[src/rtl/sum_accumulator_pkg.sv]
// Shared types and defaults for the framed word accumulator.
package sum_accumulator_pkg;

  localparam int N_DEF     = 32;
  localparam int CNT_W_DEF = 8;

  typedef enum logic [1:0] {
    ST_IDLE = 2'd0,
    ST_ACC  = 2'd1,
    ST_HOLD = 2'd2
  } state_e;

endpackage

[src/rtl/sum_accumulator_csavea.sv]
// Combinational N-bit adder with unsigned carry-out and signed overflow flags.
module CSaveA #(
  parameter int N = 32
) (
  input  logic [N-1:0] in1,
  input  logic [N-1:0] in2,
  output logic [N-1:0] sum,
  output logic         cout,
  output logic         of
);

  assign {cout, sum} = {1'b0, in1} + {1'b0, in2};
  // Signed overflow: operands share a sign that the result does not.
  assign of = (in1[N-1] == in2[N-1]) && (sum[N-1] != in1[N-1]);

endmodule

[src/rtl/sum_accumulator.sv]
// Sums a framed stream of words; one result per frame with sticky carry/overflow.
module sum_accumulator
  import sum_accumulator_pkg::*;
#(
  parameter int N     = N_DEF,
  parameter int CNT_W = CNT_W_DEF
) (
  input  logic             clk,
  input  logic             rst,
  input  logic             start,
  input  logic [CNT_W-1:0] len,
  input  logic             in_valid,
  output logic             in_ready,
  input  logic [N-1:0]     in_data,
  output logic             out_valid,
  input  logic             out_ready,
  output logic [N-1:0]     out_sum,
  output logic             out_cout,
  output logic             out_of,
  output logic             busy
);

  state_e           state_q, state_d;
  logic [N-1:0]     acc_q, acc_d;
  logic [CNT_W-1:0] rem_q, rem_d;
  logic             cout_q, cout_d;
  logic             of_q, of_d;

  logic [N-1:0]     add_sum;
  logic             add_cout, add_of;

  CSaveA #(.N(N)) u_add (
    .in1  (acc_q),
    .in2  (in_data),
    .sum  (add_sum),
    .cout (add_cout),
    .of   (add_of)
  );

  always_ff @(posedge clk) begin
    if (rst) begin
      state_q <= ST_IDLE;
      acc_q   <= '0;
      rem_q   <= '0;
      cout_q  <= 1'b0;
      of_q    <= 1'b0;
    end else begin
      state_q <= state_d;
      acc_q   <= acc_d;
      rem_q   <= rem_d;
      cout_q  <= cout_d;
      of_q    <= of_d;
    end
  end

  always_comb begin
    state_d = state_q;
    acc_d   = acc_q;
    rem_d   = rem_q;
    cout_d  = cout_q;
    of_d    = of_q;
    unique case (state_q)
      ST_IDLE: begin
        if (start) begin
          rem_d   = len;
          acc_d   = '0;
          cout_d  = 1'b0;
          of_d    = 1'b0;
          state_d = (len != '0) ? ST_ACC : ST_HOLD;
        end
      end
      ST_ACC: begin
        if (in_valid) begin
          acc_d  = add_sum;
          cout_d = cout_q | add_cout;
          of_d   = of_q | add_of;
          rem_d  = rem_q - CNT_W'(1);
          if (rem_q == CNT_W'(1)) state_d = ST_HOLD;
        end
      end
      ST_HOLD: begin
        if (out_ready) state_d = ST_IDLE;
      end
      default: state_d = ST_IDLE;
    endcase
  end

  // Handshake outputs decode registered state only.
  assign in_ready  = (state_q == ST_ACC);
  assign out_valid = (state_q == ST_HOLD);
  assign busy      = (state_q != ST_IDLE);
  assign out_sum   = acc_q;
  assign out_cout  = cout_q;
  assign out_of    = of_q;

endmodule
[config.mk]
export PLATFORM = sky130hd
export DESIGN_NAME = sum_accumulator
export DESIGN_NICKNAME = d
export VERILOG_FILES = /design/src/rtl/sum_accumulator_pkg.sv /design/src/rtl/sum_accumulator_csavea.sv /design/src/rtl/sum_accumulator.sv
export SDC_FILE = /design/constraint.sdc
export NUM_CORES = 1
export LEC_CHECK = 0
export BUFFER_PORTS_ARGS = -buffer_cell sky130_fd_sc_hd__buf_2
export CAP_MARGIN = 30
export CORE_MARGIN = 2
export CORE_UTILIZATION = 45
export CTS_CLUSTER_DIAMETER = 150
export CTS_CLUSTER_SIZE = 8
export DETAILED_ROUTE_END_ITERATION = 6
export PLACE_DENSITY_LB_ADDON = 0.25
export SETUP_SLACK_MARGIN = 0.15
export SYNTH_ARGS = -nofsm -noshare
export SYNTH_HDL_FRONTEND = slang
export SYNTH_SLANG_ARGS = --single-unit
[constraint.sdc]
create_clock -name clk -period 2.23 [get_ports clk]
set_input_delay 0.223 -clock clk [delete_from_list [all_inputs] [get_ports clk]]
set_output_delay 0.223 -clock clk [all_outputs]
set_load 0.05 [all_outputs]
==> results of run 1 <==
-- kinds of logic (layout without fill, tap and decap cells) --
logic type,Yosys count,in the layout,synth area share
buffers and inverters,24,144,0.0262
XOR/XNOR,27,27,0.0669
flip-flops,44,44,0.249
AND/OR/NAND/NOR,172,172,0.217
AO/OA/AOI/OAI,165,165,0.306
multiplexers,3,3,0.00849
adder cells (fa/ha/maj),35,35,0.126
-- state kept, by name, indices dropped and copies added, names as in the netlist --
register	flops
out_sum	32
rem_q	8
state_q	2
out_cout	1
out_of	1
-- cell usage in the layout, fill, tap and decap left out, types with 11 or more instances in the layout --
| master | synthesis | routed |
|---|---|---|
| ha_1 | 34 | 23 |
| buf_4 | 0 | 44 |
| o21ai_0 | 51 | 40 |
| dfxtp_2 | 0 | 12 |
| nor2_1 | 48 | 47 |
| a21oi_1 | 51 | 45 |
| dfxtp_1 | 44 | 23 |
| ha_4 | 0 | 11 |
| nand2_1 | 68 | 66 |
| xor2_1 | 14 | 13 |
| buf_2 | 2 | 81 |
| xnor2_1 | 13 | 11 |
-- final cells by class --
type / count / area [um2] / area share
multi-input cells: 402 / 2890 / 0.595
clock inverters: 2 / 15.0 / 0.00310
well taps: 102 / 128 / 0.0263
inverters: 8 / 30.0 / 0.00619
repair buffers: 128 / 769 / 0.159
clock buffers: 6 / 93.8 / 0.0193
flip-flops and latches: 44 / 930 / 0.192
-- layer usage --
layer,share of wire,vias up,global-route usage
li1,-,1939,-
met1,0.45,1838,0.332
met2,0.47,157,0.397
met3,0.055,25,0.0382
met4,0.019,0,0.0760
met5,0,-,0
-- stage by stage --
step                      cell area [um2]  hold slack, ns  utilization  TNS [ns]  power [uW]
after global routing                 4850           0.194        0.631     -1.68        2840
after global placement               4390           0.441        0.572    -0.440        1940
after detailed placement             4390           0.450        0.572    -0.912        1960
final                                4850           0.180        0.631    -0.610        2680
after CTS                            4710           0.168        0.612    -0.235        2640
after floorplan                      3670           0.375            -    -0.298        1650
-- where the power goes --
part / internal (uW) / switching [uW]
combinational: 442 / 702
clock: 294 / 331
sequential: 847 / 67.2
-- worst max-delay path, delay by kind of cell, from the launching register on --
kind	cells	cell delay [ns]
fa+ha+maj	2	0.50
flops	1	0.36
compound gates	6	1.21
xor+xnor	1	0.17
-- worst paths after layout --
| check | startpoint | to | depth (start not counted) |
|---|---|---|---|
| max | out_sum[0] | out_sum[26] | 9 |
| min reg2reg | out_sum[22] | out_sum[22] | 2 |
| max reg2reg | out_sum[0] | out_sum[26] | 9 |
| min | len[0] | rem_q[0] | 3 |
-- timing repair --
action | 4_1_cts | 5_1_grt
pin swaps | 19 | 17
setup buffers | 6 | 7
gates resized for setup | 29 | 20
setup endpoints to repair | 23 | 25
==> reports/metrics.yaml, run 1 <==
instances_no_fill: 692
status: "complete, but fails checks"
hold_viol: 0
wl_per_cell_um: 15.7
io_pins: 82
gp_congestion: 0.908
hold_buffers: 0
vias: 3959
worstMarginPinSlew_ns: 0.664
cp.required_ns: 2.44
htree_levels: 2
ys_types: 55
grt_remaining_overflow: 0
synth_warnings: 0
synth_top_cell_by_area: "dfxtp_1"
syn_area_per_cell_um2: 7.52
setup_viol: 11
fp.dieW_um: 92.6
grt_max_degree: 25
num-nets-final: 669
dp_hpwl_um: 7950
rrSetupSlack_ns: -0.13
clkSlewWorstSetupHoldPaths_ns: 0.10
dieHeight_um: 92.6
synth.cell_area_um2: 3540
skew_ns: 0.00929
antenna_left: 0
cts_buffers: 5
drc_errors: 0
grt_pass1_vias: 3736
grt_usage: 0.244
synth.top_cell.area_share: 0.249
avgViaCountPerCell: 5.72
drv_slew: 0
start_kind: "register"
path_max_fanout: 3
seq_area_frac_synth: 0.249
max_freq_mhz: 424
areaGrowthSynthToFinish_pct: 37.2
root_buffer: "clkbuf_8"
period_needed_ns: 2.36
drive_gt1_frac: 0.361
drt-total-wl_um: 10900
relSlewSlack: 0.558
crit_chain: "ha_4 -> fa_2 -> a21o_4 -> a221oi_4 -> o21a_2 -> o21ai_2 -> a2111oi_4 -> xor2_1 -> o21ai_1"
synth_most_common_cell: "nand2_1"
worstPathArrival_ns: 2.57
synth_area_leaders: "dfxtp_1 25%, ha_1 12%, a21oi_1 7.2%"
clockBufferDepth: 2
cts_tree: "done"
p_leak_uw: 0.00210
p_per_area_nw_per_um2: 553
antenna_cells: 0
synth_edf_count: 0
antenna_found_initial: 0
cap_violations: 0
synthCells: 470
rows: 32
min_period_over_period: 1.06
hold_class: "in -> reg"
core_area_um2: 7690
die-area_um2: 8580
clock_latency_ns: 0.31
fillCellCount: 685
numPortBuffers: 81
rsz0062_at_grt: "true"
failed_checks: "setup timing"
placed_cells: 671
firstDrtPassIters: 5
ys_top_cells_by_count: "68 x nand2_1, 51 x a21oi_1, 51 x o21ai_0"
peakVddDrop_v: 0.000315
initial_core_util: 0.460
synth_fp_nets: 550
critPathKind: "reg -> reg"
slowest_delay_ns: 0.36
worst_slack_ns: -0.131
synth-async-reset-ratio: 0
place_ws_ns: -0.132
synth_flop_cell: "dfxtp_1"
setup.worst_path.end_class: "register"
drt_iter0_markers: 215
worst_path_max_delay_cell: "dfxtp_4"
synth-seq-cells: 44
cts.sinks: 44
grt_pass1_wl_um: 17100
Power figures use the tool's default switching activity.
==> inputs of run 2 (changes only) <==
==> constraint.sdc (replaced) <==
create_clock -name clk -period 2.6 [get_ports clk]
set_input_delay 0.26 -clock clk [delete_from_list [all_inputs] [get_ports clk]]
set_output_delay 0.26 -clock clk [all_outputs]
set_load 0.02 [all_outputs]
==> run 2 against run 1 <==
Hold slack improved by 0.044 ns; design area shrank 11%; the flow now finishes without violations; combinational power fell by 32%; die area unchanged; sequential cell count did not move; largest cell class unchanged.
==> reports/metrics.yaml, run 2 (synthesis gave the netlist of run 1 again) <==
status: "finished, final reports clean"
cap_violations: 0
htree_levels: 2
busiest_layer: "met2"
final_core_util: 0.560
cp.required_ns: 2.80
antenna_cells: 0
drt_iter0_markers: 201
place_ws_ns: -0.0196
numPortBuffers: 81
grt_pass1_vias: 3488
hold_class: "in -> reg"
setup.worst_path.end_class: "register"
vias: 3693
critPathKind: "reg -> reg"
worstMarginPinSlew_ns: 0.646
grt_max_degree: 25
grt_remaining_overflow: 0
rsz0062_at_grt: "true"
p_per_area_nw_per_um2: 494
dp_hpwl_um: 7560
rrSetupSlack_ns: 0.21
reg2reg_to: "out_sum[25]"
p_leak_uw: 0.00189
root_buffer: "clkbuf_8"
hold_start: "len[0]"
core_area_um2: 7690
largest_register_ffs: 32
path_max_fanout: 4
skew_ns: 0.00640
areaGrowthSynthToFinish_pct: 21.7
final_cell_mix: "81 x buf_2, 67 x nand2_1, 51 x a21oi_1"
gp_congestion: 0.866
slowest_delay_ns: 0.44
hold_path_end: "rem_q[0]"
dieHeight_um: 92.6
antenna_left: 0
drive_gt1_frac: 0.233
die-area_um2: 8580
fp.dieW_um: 92.6
cp_num_buf_inv: 0
grt_util_met1: 0.324
fillCellCount: 761
hold_buffers: 0
hold_viol: 0
drv_slew: 0
cp_common_cell: "a211oi_2"
clockBufferDepth: 2
grt_use_met3: 0.0391
initial_core_util: 0.460
clkSlewWorstSetupHoldPaths_ns: 0.10
worstPathArrival_ns: 2.58
worst_slack_ns: 0.214
worst_path_max_delay_cell: "dfxtp_1"
grt_usage: 0.230
firstDrtPassIters: 5
grt_pass1_wl_um: 16300
cts_buffers: 5
r2r_start: "out_sum[1]"
start_kind: "register"
wl_per_cell_um: 14.9
cts.sinks: 44
setup_viol: 0
drc_errors: 0
avgViaCountPerCell: 5.60
antenna_found_initial: 0
use_met2: 0.372
cts_tree: "done"
peakVddDrop_v: 0.000246
hold_depth: 3
clock_latency_ns: 0.30
num-nets-final: 636
io_pins: 82
max_freq_mhz: 419
crit_family: "compound AO/OA/AOI/OAI gates"
layout_commonest_cell: "buf_2"
min_period_over_period: 0.918
relSlewSlack: 0.569
rr_worst_depth: 8
crit_chain: "ha_1 -> a211oi_2 -> o31ai_2 -> a211oi_2 -> o21bai_1 -> a221oi_2 -> xor2_1 -> o21ai_0"
rows: 32
period_needed_ns: 2.39
drt-total-wl_um: 9830
run 2: changes by cell type in the layout (fill, tap and decap cells not counted), moves of 5 or more:
cell,change
ha_4,-10
buf_4,-30
o21ai_0,+10
a21oi_1,+6
o21ai_2,-5
dfxtp_1,+20
dfxtp_4,-9
dfxtp_2,-11
o21ai_1,-6
ha_1,+9
run 2: per-stage QoR:
stage	setup TNS (ns)	hold slack, ns	cell area [um2]	total power, uW	cells
5_1_grt	0	0.211	4300	2260	659
3_5_place_dp	-0.0196	0.461	4070	1540	645
2_1_floorplan	0	0.412	3540	1320	470
4_1_cts	0	0.216	4230	2120	655
6_report	0	0.224	4300	2120	659
3_3_place_gp	0	0.460	4070	1530	645
run 2: worst max path at each step:
stage | from | end | slack [ns] | cells after the start
finish | out_sum[1] | out_sum[25] | 0.21 | 8
floorplan | out_sum[0] | out_sum[30] | 0.17 | 9
CTS | out_sum[1] | out_sum[25] | 0.17 | 8
global route | out_sum[1] | out_sum[25] | 0.06 | 8
global placement | in_data[0] | out_sum[24] | 0.05 | 10
detailed placement | in_data[0] | out_sum[24] | -0.02 | 10
run 2: report_power, final:
part	internal [uW]	switching, uW
logic	296	479
clock network	290	279
registers	728	53.0
run 2: what timing repair did:
action | in CTS | in global routing
pin swaps | 4 | 4
gates resized for setup | 6 | 9
endpoints found under the hold margin | 0 | 0
endpoints found under the setup margin | 4 | 11
setup buffers | 2 | 4
run 2: layout make-up:
class,count,area (um2),area share
multi-input cells,402,2640,0.613
flip-flops and latches,44,882,0.205
repair buffers,95,510,0.119
well taps,102,128,0.0297
clock buffers,5,68.8,0.0160
clock inverters,3,47.5,0.0111
inverters,8,30.0,0.00698
run 2: metal layers:
layer / vias to the layer above / part of all wire
met1: 1700 / 0.46
met5: - / 0
met3: 9 / 0.060
met2: 108 / 0.47
met4: 0 / 0.0099
li1: 1876 / -
run 2: tightest hold or removal path, stage by stage:
cell and delay [ns]:
buf_2 0.10, nand3_1 0.06, a21oi_1 0.06
